==> config.mk <==
export PLATFORM = sky130hd
export DESIGN_NAME = jogador_automatico
export DESIGN_NICKNAME = d
export VERILOG_FILES = /design/src/rtl/jogador_automatico.sv
export SDC_FILE = /design/constraint.sdc
export NUM_CORES = 1
export LEC_CHECK = 0
export CORE_AREA = 2 2 84 126
export CTS_CLUSTER_SIZE = 16
export DETAILED_ROUTE_END_ITERATION = 10
export DIE_AREA = 0 0 86 128
export PLACE_DENSITY = 0.68
export SKIP_CTS_REPAIR_TIMING = 1
export SYNTH_ARGS = -nofsm -noshare
export SYNTH_HDL_FRONTEND = slang
export SYNTH_SLANG_ARGS = --single-unit
==> constraint.sdc <==
create_clock -name clock -period 3.9 [get_ports clock]
set_input_delay 0.585 -clock clock [delete_from_list [all_inputs] [get_ports clock]]
set_output_delay 0.585 -clock clock [all_outputs]
set_load 0.03 [all_outputs]
==> src/rtl/jogador_automatico.sv <==
`timescale 1ns/1ps
`default_nettype none
// ============================================================================
// Module   : jogador_automatico
// Function : Automatic Genius player. It records the flashes shown on leds
//            and replays them as timed presses on botoes.
// Option   : ERRO_PROPOSITAL_EN adds forcar_erro, which corrupts the last press.
// Revision : 1.0 - initial release
// ============================================================================
module jogador_automatico #(
    parameter int DEPTH        = 16,
    parameter int PRESS_CYCLES = 100,
    parameter int GAP_CYCLES   = 100
) (
    input  logic       clock,
    input  logic       reset,
    input  logic [3:0] leds,
    input  logic       captura,
    input  logic       jogar,
    input  logic       abortar,
`ifdef ERRO_PROPOSITAL_EN
    input  logic       forcar_erro,
`endif
    output logic [3:0] botoes,
    output logic       ocupado,
    output logic       pronto,
    output logic [4:0] n_gravados,
    output logic       cheio,
    output logic       led_invalido
);

    localparam int c_TMAX = (PRESS_CYCLES > GAP_CYCLES) ? PRESS_CYCLES : GAP_CYCLES;
    localparam int c_TW   = $clog2(c_TMAX + 1);
    localparam int c_AW   = $clog2(DEPTH);
    localparam logic [c_TW-1:0] c_PRESS_LAST = c_TW'(PRESS_CYCLES - 1);
    localparam logic [c_TW-1:0] c_GAP_LAST   = c_TW'(GAP_CYCLES - 1);
    localparam logic [4:0]      c_DEPTH      = 5'(DEPTH);

    typedef enum logic [1:0] {
        S_OCIOSO    = 2'd0,
        S_PRESSIONA = 2'd1,
        S_SOLTA     = 2'd2,
        S_FIM       = 2'd3
    } state_t;

    state_t          r_state;
    logic [3:0]      r_buf [DEPTH];
    logic            r_aceso_d;
    logic            r_captura_d;
    logic [4:0]      r_n;
    logic [4:0]      r_rd;
    logic [c_TW-1:0] r_timer;
    logic            r_cheio;
    logic            r_inv;
    logic [3:0]      r_botoes;
    logic            r_pronto;
`ifdef ERRO_PROPOSITAL_EN
    logic            r_erro;
`endif

    logic       w_aceso;
    logic       w_flash;
    logic       w_cap_rise;
    logic       w_onehot;
    logic       w_idle;
    logic [4:0] w_base;
    logic       w_store;
    logic [4:0] w_rd_next;
    logic [3:0] w_first_val;
    logic [3:0] w_next_val;

    assign w_aceso    = |leds;
    assign w_flash    = w_aceso & ~r_aceso_d;
    assign w_cap_rise = captura & ~r_captura_d;
    assign w_onehot   = w_aceso && ((leds & (leds - 4'd1)) == 4'd0);
    assign w_idle     = (r_state == S_OCIOSO) && !abortar;
    // A captura rising edge clears the count first, so a coincident flash lands at index 0.
    assign w_base     = w_cap_rise ? 5'd0 : r_n;
    assign w_store    = w_idle && captura && w_flash && (w_base < c_DEPTH);
    assign w_rd_next  = r_rd + 5'd1;

    always_comb begin
        w_first_val = r_buf[0];
        w_next_val  = r_buf[w_rd_next[c_AW-1:0]];
`ifdef ERRO_PROPOSITAL_EN
        if (forcar_erro && (r_n == 5'd1))
            w_first_val = {w_first_val[2:0], w_first_val[3]};
        if (r_erro && (w_rd_next == r_n - 5'd1))
            w_next_val = {w_next_val[2:0], w_next_val[3]};
`endif
    end

    always_ff @(posedge clock) begin
        if (w_store)
            r_buf[w_base[c_AW-1:0]] <= leds;
    end

    always_ff @(posedge clock or negedge reset) begin
        if (!reset) begin
            r_aceso_d   <= 1'b0;
            r_captura_d <= 1'b0;
            r_n         <= 5'd0;
            r_cheio     <= 1'b0;
            r_inv       <= 1'b0;
        end else begin
            r_aceso_d   <= w_aceso;
            r_captura_d <= captura;
            if (w_idle) begin
                if (w_cap_rise) begin
                    r_n     <= 5'd0;
                    r_cheio <= 1'b0;
                    r_inv   <= 1'b0;
                end
                if (captura && w_flash) begin
                    if (w_base < c_DEPTH) begin
                        r_n <= w_base + 5'd1;
                        if (!w_onehot)
                            r_inv <= 1'b1;
                    end else begin
                        r_cheio <= 1'b1;
                    end
                end
            end
        end
    end

    always_ff @(posedge clock or negedge reset) begin
        if (!reset) begin
            r_state  <= S_OCIOSO;
            r_botoes <= 4'd0;
            r_pronto <= 1'b0;
            r_rd     <= 5'd0;
            r_timer  <= '0;
`ifdef ERRO_PROPOSITAL_EN
            r_erro   <= 1'b0;
`endif
        end else if (abortar) begin
            r_state  <= S_OCIOSO;
            r_botoes <= 4'd0;
            r_pronto <= 1'b0;
            r_timer  <= '0;
        end else begin
            case (r_state)
                S_OCIOSO: begin
                    r_pronto <= 1'b0;
                    if (jogar) begin
                        if (r_n != 5'd0) begin
                            r_state  <= S_PRESSIONA;
                            r_rd     <= 5'd0;
                            r_botoes <= w_first_val;
                            r_timer  <= '0;
`ifdef ERRO_PROPOSITAL_EN
                            r_erro   <= forcar_erro;
`endif
                        end else begin
                            r_state  <= S_FIM;
                            r_pronto <= 1'b1;
                        end
                    end
                end
                S_PRESSIONA: begin
                    if (r_timer == c_PRESS_LAST) begin
                        r_state  <= S_SOLTA;
                        r_botoes <= 4'd0;
                        r_timer  <= '0;
                    end else begin
                        r_timer <= r_timer + c_TW'(1);
                    end
                end
                S_SOLTA: begin
                    if (r_timer == c_GAP_LAST) begin
                        r_rd    <= w_rd_next;
                        r_timer <= '0;
                        if (w_rd_next == r_n) begin
                            r_state  <= S_FIM;
                            r_pronto <= 1'b1;
                        end else begin
                            r_state  <= S_PRESSIONA;
                            r_botoes <= w_next_val;
                        end
                    end else begin
                        r_timer <= r_timer + c_TW'(1);
                    end
                end
                S_FIM: begin
                    r_pronto <= 1'b0;
                    r_state  <= S_OCIOSO;
                end
                default: begin
                    r_state  <= S_OCIOSO;
                    r_botoes <= 4'd0;
                    r_pronto <= 1'b0;
                end
            endcase
        end
    end

    assign botoes       = r_botoes;
    assign ocupado      = (r_state != S_OCIOSO);
    assign pronto       = r_pronto;
    assign n_gravados   = r_n;
    assign cheio        = r_cheio;
    assign led_invalido = r_inv;

endmodule
`default_nettype wire

==> results of run 1 <==
[worst max-delay path, stage by stage]
cell	delay, ns
clkdlybuf4s50_1	0.62
nor2b_1	0.44
and4b_1	0.31
a21boi_1	0.19
buf_4	0.18
nand2_1	0.16
nor2_1	0.32
[registers in the layout, summed over array words and instances, names as in the netlist, 2 cells and up]
signal      flops
r_buf          64
r_timer         7
n_gravados      5
r_rd            5
botoes          4
r_state         2
[how the worst max path moves through the flow]
| stage | slack (ns) | end | startpoint | cells past startpoint |
|---|---|---|---|---|
| 2_1_floorplan | 1.50 | r_buf[15][0]$_DFFE_PP_ | r_state[0]$_DFFE_PN0P_ | 7 |
| 3_3_place_gp | 0.87 | r_buf[10][2]$_DFFE_PP_ | abortar | 7 |
| 3_5_place_dp | 0.78 | r_buf[14][3]$_DFFE_PP_ | abortar | 7 |
| 4_1_cts | 1.11 | botoes[1]$_DFFE_PN0P_ | r_rd[0]$_DFFE_PN0P_ | 6 |
| 5_1_grt | 0.90 | botoes[1]$_DFFE_PN0P_ | r_rd[1]$_DFFE_PN0P_ | 6 |
| 6_report | 1.11 | r_buf[10][0]$_DFFE_PP_ | abortar | 7 |
[through the flow]
stage	utilization [%]	total power, mW	hold WS [ns]	setup slack (ns)
floorplan	-	2.00	0.289	1.50
global placement	47.2	2.27	0.464	0.874
detailed placement	47.2	2.29	0.469	0.779
CTS	50.2	3.13	0.485	1.11
global route	50.2	3.28	0.517	0.901
finish	50.2	3.11	0.476	1.11
[cells by family after synthesis]
family / count (synthesis) / share of synthesized area (%)
mux: 33 / 9.23
simple gates: 107 / 12.4
buf+inv: 29 / 2.95
fa+ha+maj: 10 / 2.87
xor+xnor: 10 / 2.18
flops: 92 / 60.1
compound gates: 66 / 10.3
[per-layer routing]
metal | routed length (um) | GRT usage (%) | share of wire, %
met4 | 425 | 10.7 | 4.5
met1 | 3370 | 17.5 | 36
met5 | 0 | 0 | 0
met3 | 335 | 4.44 | 3.6
met2 | 5260 | 34.5 | 56
[power by group]
group | internal [mW] | switching, mW | total [mW]
Clock | 0.447 | 0.396 | 0.843
Sequential | 1.11 | 0.0683 | 1.18
Combinational | 0.466 | 0.618 | 1.08
[area by class of cell]
cell class | count | area [um^2]
Clock buffer | 9 | 225
Clock inverter | 7 | 70.1
Fill cell | 848 | 4970
Inverter | 13 | 48.8
Multi-Input combinational cell | 226 | 1620
Sequential cell | 92 | 2620
Tap cell | 117 | 146
Timing Repair Buffer | 29 | 270
[cells in the final DEF, fill, tap and decap left out, types with 5 or more instances in the layout]
master / synthesis / layout
nor2b_1: 8 / 8
clkbuf_16: 0 / 9
nor2_1: 27 / 27
buf_4: 1 / 8
o21ai_0: 15 / 15
nor3_1: 5 / 5
ha_1: 10 / 10
mux2i_1: 26 / 26
xnor2_1: 5 / 5
a211oi_1: 5 / 5
dfrtp_1: 28 / 28
nand3_1: 10 / 10
inv_1: 13 / 13
clkdlybuf4s50_1: 0 / 21
nand2_1: 32 / 32
edfxtp_1: 64 / 64
a21oi_1: 9 / 9
o22ai_1: 6 / 6
==> qor.csv, run 1 <==
stage,metric,value,unit
floorplan,start_util,43.8,%
cts,clock_sinks,92,
placement,place.port_buffers,21,
outcome,outcome,completed,
final_layout,design_area_final,5000,um^2
cts,worst_skew_pair_latency,0.35,ns
worst_setup_path,reg2reg_depth,6,
detailed_routing,routed_via_density,5.81,
synthesis,postSynthCellCount,347,
placement,placedCellCount,477,
cts,tritoncts_clock_tree,done,
sta,timing.slew.headroom,25.6,%
power,max-vdd-ir-drop,0.000248,V
detailed_routing,vias,2866,
detailed_routing,detail-route-antenna-nets,0,
synthesis,netlist_area,4370,um^2
sta,finalSetupTns,0,ns
sta,fin_crit,2.79,ns
final_layout,final_layout_size_suffix_gt1_share,10.1,%
placement,place.detailed.hpwl,6840,um
final_layout,n_antenna_cell,0,
power,power.density_cell_area,622,nW/um^2
detailed_routing,detail_route.wirelength,9390,um
global_route,grt_antenna_before_repair,0,
synthesis,fraction_of_the_yosys_area_taken_by_sequential_cells,60.1,%
worst_setup_path,r2r_end,botoes[1]$_DFFE_PN0P_,
sta,timing.final.max_slew_violations,0,
synthesis,top_cell_type_s_share_of_synthesized_area,44.0,%
worst_setup_path,timing.setup.critical_path_class,in2reg,
synthesis,synth_top_cells_by_area,"edfxtp_1 44%, dfrtp_1 16%, mux2i_1 6.0%",
global_route,wire_length_of_the_first_global_routing_pass,15000,um
floorplan,die-width,86,um
sta,timing.clock.skew,0.00734,ns
sta,final_number_of_hold_violating_endpoints,0,
floorplan,design.portCount,22,
min_path,timing.hold.worst_endpoint,led_invalido$_DFFE_PN0P_,
cts,cts_buffers,9,
floorplan,core_area,9970,um^2
final_layout,flow.area_growth_from_synthesis,14.5,%
global_route,number_of_global_route_vias_before_repair,3088,
synthesis,synth.avg_cell_area,12.6,um^2
cts,ctsHtreeMaxLevel,3,
floorplan,area_of_the_die,11000,um^2
synthesis,synth_edf_count,64,
flow_run,maxCapViolCount,0,
synthesis,synth.cells.most_frequent,"64 x edfxtp_1, 32 x nand2_1, 28 x dfrtp_1",
sta,final_min_period_over_clock_period,71.5,%
worst_setup_path,critical_path.reg2reg.startpoint,r_rd[0]$_DFFE_PN0P_,
synthesis,cell_taking_the_most_area_after_synthesis,edfxtp_1,
synthesis,yosys_warnings,0,
sta,tightest_slew,1.10,ns
synthesis,post-synth-top-count-cell,edfxtp_1,
global_route,grtUsageTotal,18.3,%
worst_setup_path,timing.reg2reg.setup_slack,1.12,ns
floorplan,die_height,128,um
worst_setup_path,crit_path_start_kind,input pin,
min_path,worst_hold_path_type,reg2reg,
floorplan,fp-row-count,45,
cts,ctsLongestPathBuffers,2,
detailed_routing,drt_pre_antenna_iters,4,
worst_setup_path,crit_arrival,2.81,ns
synthesis,ys_async_sr_fraction,30.4,%
detailed_routing,initialDrtViolationCount,180,
synthesis,synth_flop_cell,edfxtp_1,
synthesis,synth-seq-cells,92,
placement,finalWeightedCongestion,0.900,
sta,setup_violations,0,
global_route,largest_net_degree_at_the_start_of_global_routing,29,
worst_setup_path,worstPathRequired,3.92,ns
global_route,grt_overflow_total,0,
cts,cts-root-buf,clkbuf_16,
worst_setup_path,setup.worst_path.end_class,flop,
synthesis,synth.lib_cells_used.distinct,52,
sta,rsz_0062_raised_after_global_routing,false,
placement,postPlaceCellArea,4700,um^2
detailed_routing,avgRoutedWirePerCell,19.0,um
worst_setup_path,crit_fanout,13,
final_layout,post_layout_nonfiller_instances,493,
synthesis,synth.net_count,366,
min_path,holdCritStartpoint,led_invalido$_DFFE_PN0P_,
power,static-leakage-power,1.85,nW
sta,max_clock_freq,0.358,GHz
detailed_routing,remaining_drc_errors,0,
min_path,hold-path-cell-count,2,
final_layout,fin_nets,390,
cts,clk_pin_slew_worst_paths,0.07,ns
No activity file was read; power rests on OpenSTA's default activity.
==> run 2, diff against run 1 <==
Settings changed: PLACE_DENSITY 0.68 to 0.71.
Clock period 3.9 ns to 2.4 ns, I/O delays scaled along.
==> qor.csv, run 2 (synthesis results as in run 1) <==
stage,metric,value,unit
sta,max_clock_freq,0.441,GHz
detailed_routing,remaining_drc_errors,0,
floorplan,design.portCount,22,
worst_setup_path,crit_path_start_kind,flop,
power,power.density_cell_area,1010,nW/um^2
worst_setup_path,setup.worst_path.end_class,flop,
sta,fin_crit,2.27,ns
worst_setup_path,critical_path.reg2reg.startpoint,r_timer[0]$_DFFE_PN0P_,
worst_setup_path,reg2reg_depth,6,
placement,place.detailed.hpwl,7090,um
cts,ctsHtreeMaxLevel,3,
placement,place.port_buffers,21,
power,power.net_switching,1.73,mW
sta,setup_violations,0,
floorplan,die-width,86,um
sta,timing.clock.skew,0.00559,ns
outcome,outcome,completed,
worst_setup_path,timing.reg2reg.setup_slack,0.13,ns
power,clockPowerShare,28.4,%
final_layout,fin_nets,426,
worst_setup_path,timing.critical_path.slowest_cell_delay,0.52,ns
sta,tightest_slew,0.439,ns
detailed_routing,drt_pre_antenna_iters,4,
worst_setup_path,timing.setup.critical_path_class,reg2reg,
final_layout,n_antenna_cell,0,
floorplan,core_area,9970,um^2
global_route,grt_overflow_total,0,
placement,postPlaceCellArea,4970,um^2
sta,final_number_of_hold_violating_endpoints,0,
floorplan,start_util,43.8,%
cts,clock_sinks,92,
final_layout,flow.area_growth_from_synthesis,21.9,%
power,combPwrFrac,36.3,%
worst_setup_path,r2r_end,r_rd[4]$_DFFE_PN0P_,
cts,worst_skew_pair_latency,0.34,ns
worst_setup_path,critical_path_buf_inv_count,0,
floorplan,die_height,128,um
min_path,worst_hold_path_type,in2async,
power,max-vdd-ir-drop,0.000568,V
global_route,grtUsageTotal,19.2,%
final_layout,design_area_final,5330,um^2
detailed_routing,initialDrtViolationCount,137,
global_route,use_met3,4.51,%
global_route,number_of_global_route_vias_before_repair,3133,
global_route,gr-usage-met1,20.4,%
detailed_routing,detail_route.wirelength,9850,um
final_layout,final_layout_size_suffix_gt1_share,18.9,%
sta,final_min_period_over_clock_period,94.6,%
worst_setup_path,worstPathRequired,2.68,ns
placement,finalWeightedCongestion,0.862,
detailed_routing,routed_via_density,5.63,
power,int_pwr,3.65,mW
cts,cts-root-buf,clkbuf_16,
global_route,largest_net_degree_at_the_start_of_global_routing,29,
cts,tritoncts_clock_tree,done,
worst_setup_path,cp-startpoint,r_timer[0]$_DFFE_PN0P_,
sta,timing.final.max_slew_violations,0,
detailed_routing,detail-route-antenna-nets,0,
global_route,wire_length_of_the_first_global_routing_pass,15800,um
final_layout,layout.cells.most_common_list,"64 x edfxtp_1, 44 x buf_4, 32 x nand2_1, 28 x dfrtp_1, 26 x mux2i_1",
worst_setup_path,timing.critical_path.max_delay_family,simple AND/OR/NAND/NOR gates,
power,flop_pwr_share,35.3,%
sta,rsz_0062_raised_after_global_routing,false,
cts,clk_pin_slew_worst_paths,0.06,ns
floorplan,fp-row-count,45,
worst_setup_path,crit_fanout,5,
flow_run,maxCapViolCount,0,
detailed_routing,vias,2976,
cts,cts_buffers,9,
worst_setup_path,crit_arrival,2.55,ns
final_layout,post_layout_nonfiller_instances,529,
global_route,grt_antenna_before_repair,0,
worst_setup_path,cp_cell_sequence,ha_1 > nand2b_4 > or4_4 > a221o_1 > or4_1 > nand3_1,
placement,placedCellCount,513,
final_layout,commonest_non_fill_non_tap_cell_in_the_layout,edfxtp_1,
cts,ctsLongestPathBuffers,2,
detailed_routing,avgRoutedWirePerCell,18.6,um
sta,timing.slew.headroom,70.6,%
floorplan,area_of_the_die,11000,um^2
worst_setup_path,crit_path_top_delay_cell,or4_4,
power,static-leakage-power,2.06,nW
power,power.switching_fraction,32.2,%
final_layout,largest_register_ff_count,64,
global_route,grt.busiest_layer,met2,
global_route,grt_use_met2,35.2,%
## run 2: cell type report
class                           count  area (um^2)
Fill cell                         835         4640
Sequential cell                    92         2620
Multi-Input combinational cell    226         1630
Timing Repair Buffer               65          541
Clock buffer                       15          335
Tap cell                          117          146
Inverter                           13         48.8
Clock inverter                      1         5.00
## run 2: layer usage
metal	part of all wire (%)	vias to the layer above
met1	39	1493
met3	2.5	16
met4	2.5	0
met2	56	47
li1	-	1420
met5	0	-
## run 2: worst reg2reg max path, cell delays in order (launching register included)
cell      delay [ns]
dfrtp_1         0.38
ha_1            0.27
nand2b_4        0.08
or4_4           0.52
a221o_1         0.45
or4_1           0.41
nand3_1         0.10
## run 2: through the flow
step           total power [mW]  hold slack [ns]  TNS (ns)  setup slack (ns)  util [%]
3_5_place_dp               3.88            0.466     -9.16            -0.179      49.9
6_report                   5.39            0.391         0             0.131      53.4
4_1_cts                    5.42            0.395         0            0.0508      53.3
2_1_floorplan              3.25           0.0644         0           0.00143         -
3_3_place_gp               3.83            0.458     -4.79            -0.125      49.9
5_1_grt                    5.67            0.413         0            0.0113      53.4
## run 2: power groups by stage
stage | clock, mW | combinational, mW | sequential [mW]
floorplan | 0 | 1.25 | 2.00
global placement | 0 | 1.91 | 1.92
detailed placement | 0 | 1.95 | 1.93
CTS | 1.56 | 1.96 | 1.90
global route | 1.62 | 2.13 | 1.92
finish | 1.53 | 1.96 | 1.90
## run 2: how the worst max path moves through the flow
stage	to	cells after the start
after floorplan	r_buf[15][0]$_DFFE_PP_	7
after global placement	r_buf[14][1]$_DFFE_PP_	7
after detailed placement	r_buf[14][1]$_DFFE_PP_	7
after CTS	r_buf[3][1]$_DFFE_PP_	8
after global routing	r_rd[4]$_DFFE_PN0P_	6
final	r_rd[4]$_DFFE_PN0P_	6
==> run 3, diff against run 2 <==
Settings changed: CTS_BUF_LIST set to sky130_fd_sc_hd__clkbuf_4.
==> qor.csv, run 3 (synthesis results as in run 1) <==
stage,metric,value,unit
cts,cts_buffers,9,
placement,finalWeightedCongestion,0.862,
worst_setup_path,timing.critical_path.slowest_cell_delay,0.52,ns
detailed_routing,detail-route-antenna-nets,0,
worst_setup_path,crit_path_top_delay_cell,or4_4,
cts,worst_skew_pair_latency,0.44,ns
detailed_routing,drt_pre_antenna_iters,4,
detailed_routing,met2WireLength,5370,um
floorplan,core_area,9970,um^2
sta,rsz_0062_raised_after_global_routing,false,
final_layout,fin_nets,426,
detailed_routing,routed_via_density,5.61,
final_layout,flow.area_growth_from_synthesis,18.3,%
sta,timing.final.max_slew_violations,0,
floorplan,start_util,43.8,%
floorplan,area_of_the_die,11000,um^2
sta,timing.clock.skew,0.0135,ns
flow_run,maxCapViolCount,0,
global_route,grtUsageTotal,19.0,%
detailed_routing,met1Wirelength,3750,um
power,power.density_cell_area,944,nW/um^2
sta,setup_violations,0,
min_path,worst_hold_path_type,in2async,
floorplan,die-width,86,um
worst_setup_path,crit_arrival,2.64,ns
detailed_routing,vias,2975,
placement,dp_worst_setup_slack,-0.179,ns
cts,ctsHtreeMaxLevel,3,
worst_setup_path,timing.setup.critical_path_class,reg2reg,
cts,ctsLongestPathBuffers,2,
detailed_routing,avgRoutedWirePerCell,18.3,um
worst_setup_path,setup.worst_path.end_class,flop,
cts,clk_pin_slew_worst_paths,0.14,ns
detailed_routing,detail_route.wirelength,9680,um
cts,tritoncts_clock_tree,done,
placement,postPlaceCellArea,4970,um^2
sta,tightest_slew,0.413,ns
worst_setup_path,crit_path_start_kind,flop,
placement,place.detailed.hpwl,7090,um
placement,place.port_buffers,21,
global_route,grt_overflow_total,0,
detailed_routing,top_signal_layer_used,met4,
worst_setup_path,cp_cell_sequence,ha_2 > nand2b_4 > or4_4 > a221o_1 > or4_1 > nand3_1,
sta,max_clock_freq,0.443,GHz
detailed_routing,routed-wl-met3,242,um
sta,finalSetupTns,0,ns
floorplan,die_height,128,um
final_layout,commonest_non_fill_non_tap_cell_in_the_layout,edfxtp_1,
final_layout,design_area_final,5170,um^2
final_layout,final_layout_size_suffix_gt1_share,18.9,%
cts,clock_sinks,92,
detailed_routing,initialDrtViolationCount,126,
global_route,grt_antenna_before_repair,1,
power,static-leakage-power,2.00,nW
sta,final_number_of_hold_violating_endpoints,0,
floorplan,fp-row-count,45,
sta,timing.final.ws_setup,0.143,ns
floorplan,design.portCount,22,
global_route,largest_net_degree_at_the_start_of_global_routing,29,
final_layout,nFillCells,864,
cts,cts-root-buf,clkbuf_4,
worst_setup_path,crit_fanout,5,
sta,fin_crit,2.26,ns
worst_setup_path,worstPathRequired,2.79,ns
global_route,wire_length_of_the_first_global_routing_pass,15600,um
final_layout,largest_register_ff_count,64,
sta,final_min_period_over_clock_period,94.0,%
detailed_routing,remaining_drc_errors,0,
sta,timing.slew.headroom,72.4,%
final_layout,layout.cells.most_common_list,"64 x edfxtp_1, 44 x buf_4, 32 x nand2_1, 28 x dfrtp_1",
power,max-vdd-ir-drop,0.000421,V
global_route,number_of_global_route_vias_before_repair,3129,
outcome,outcome,completed,
power,power.total,4.88,mW
run 3: cell types whose count changed in the layout (fill, tap and decap cells not counted), sizes merged:
cell,delta
clkbuf,-5
bufinv,+3
inv,+2
clkdlybuf4s50,-1
diode,+1
dlymetal6s2s,+1
run 3: cell type report:
cell class                      instances  area, um^2  share of cell area (%)
Clock buffer                           10        75.1                    1.45
Antenna cell                            1        2.50                  0.0484
Multi-Input combinational cell        226        1630                    31.5
Sequential cell                        92        2620                    50.8
Inverter                               13        48.8                   0.944
Timing Repair Buffer                   65         543                    10.5
Tap cell                              117         146                    2.83
Clock inverter                          6         103                    1.99
run 3: power by group:
| group | internal, mW | switching, mW | total [mW] |
|---|---|---|---|
| clock network | 0.533 | 0.503 | 1.04 |
| logic | 0.887 | 1.06 | 1.94 |
| registers | 1.81 | 0.0918 | 1.90 |
| total | 3.23 | 1.65 | 4.88 |
run 3: through the flow:
| step | utilization, % | instances | hold WS [ns] |
|---|---|---|---|
| 3_3_place_gp | 49.9 | 513 | 0.458 |
| 5_1_grt | 51.9 | 530 | 0.260 |
| 6_report | 51.9 | 530 | 0.274 |
| 4_1_cts | 51.7 | 529 | 0.258 |
| 2_1_floorplan | - | 347 | 0.0644 |
| 3_5_place_dp | 49.9 | 513 | 0.466 |
run 3: layer usage:
metal | vias up | track usage (%)
met5 | - | 0
met4 | 0 | 10.4
met3 | 21 | 3.67
met2 | 48 | 34.5
met1 | 1487 | 20.1
li1 | 1419 | -
run 3: critical path: cells and delay by family (launching register included):
kind / cells / cell delay [ns]
and+or+nand+nor: 4 / 1.10
DFF: 1 / 0.41
adders and majority gates: 1 / 0.25
AOI/OAI and AO/OA: 1 / 0.45
run 3: final timing paths:
path	startpoint	endpoint	slack, ns	depth (start not counted)
hold / removal	reset	r_timer[4]$_DFFE_PN0P_	0.27	2
setup / recovery	r_timer[0]$_DFFE_PN0P_	r_rd[4]$_DFFE_PN0P_	0.14	6
min in group clock	captura	r_captura_d$_DFF_PN0_	0.48	1
max in group asynchronous	reset	botoes[3]$_DFFE_PN0P_	1.85	2
hold reg to reg	led_invalido$_DFFE_PN0P_	led_invalido$_DFFE_PN0P_	0.49	2
setup reg to reg	r_timer[0]$_DFFE_PN0P_	r_rd[4]$_DFFE_PN0P_	0.14	6
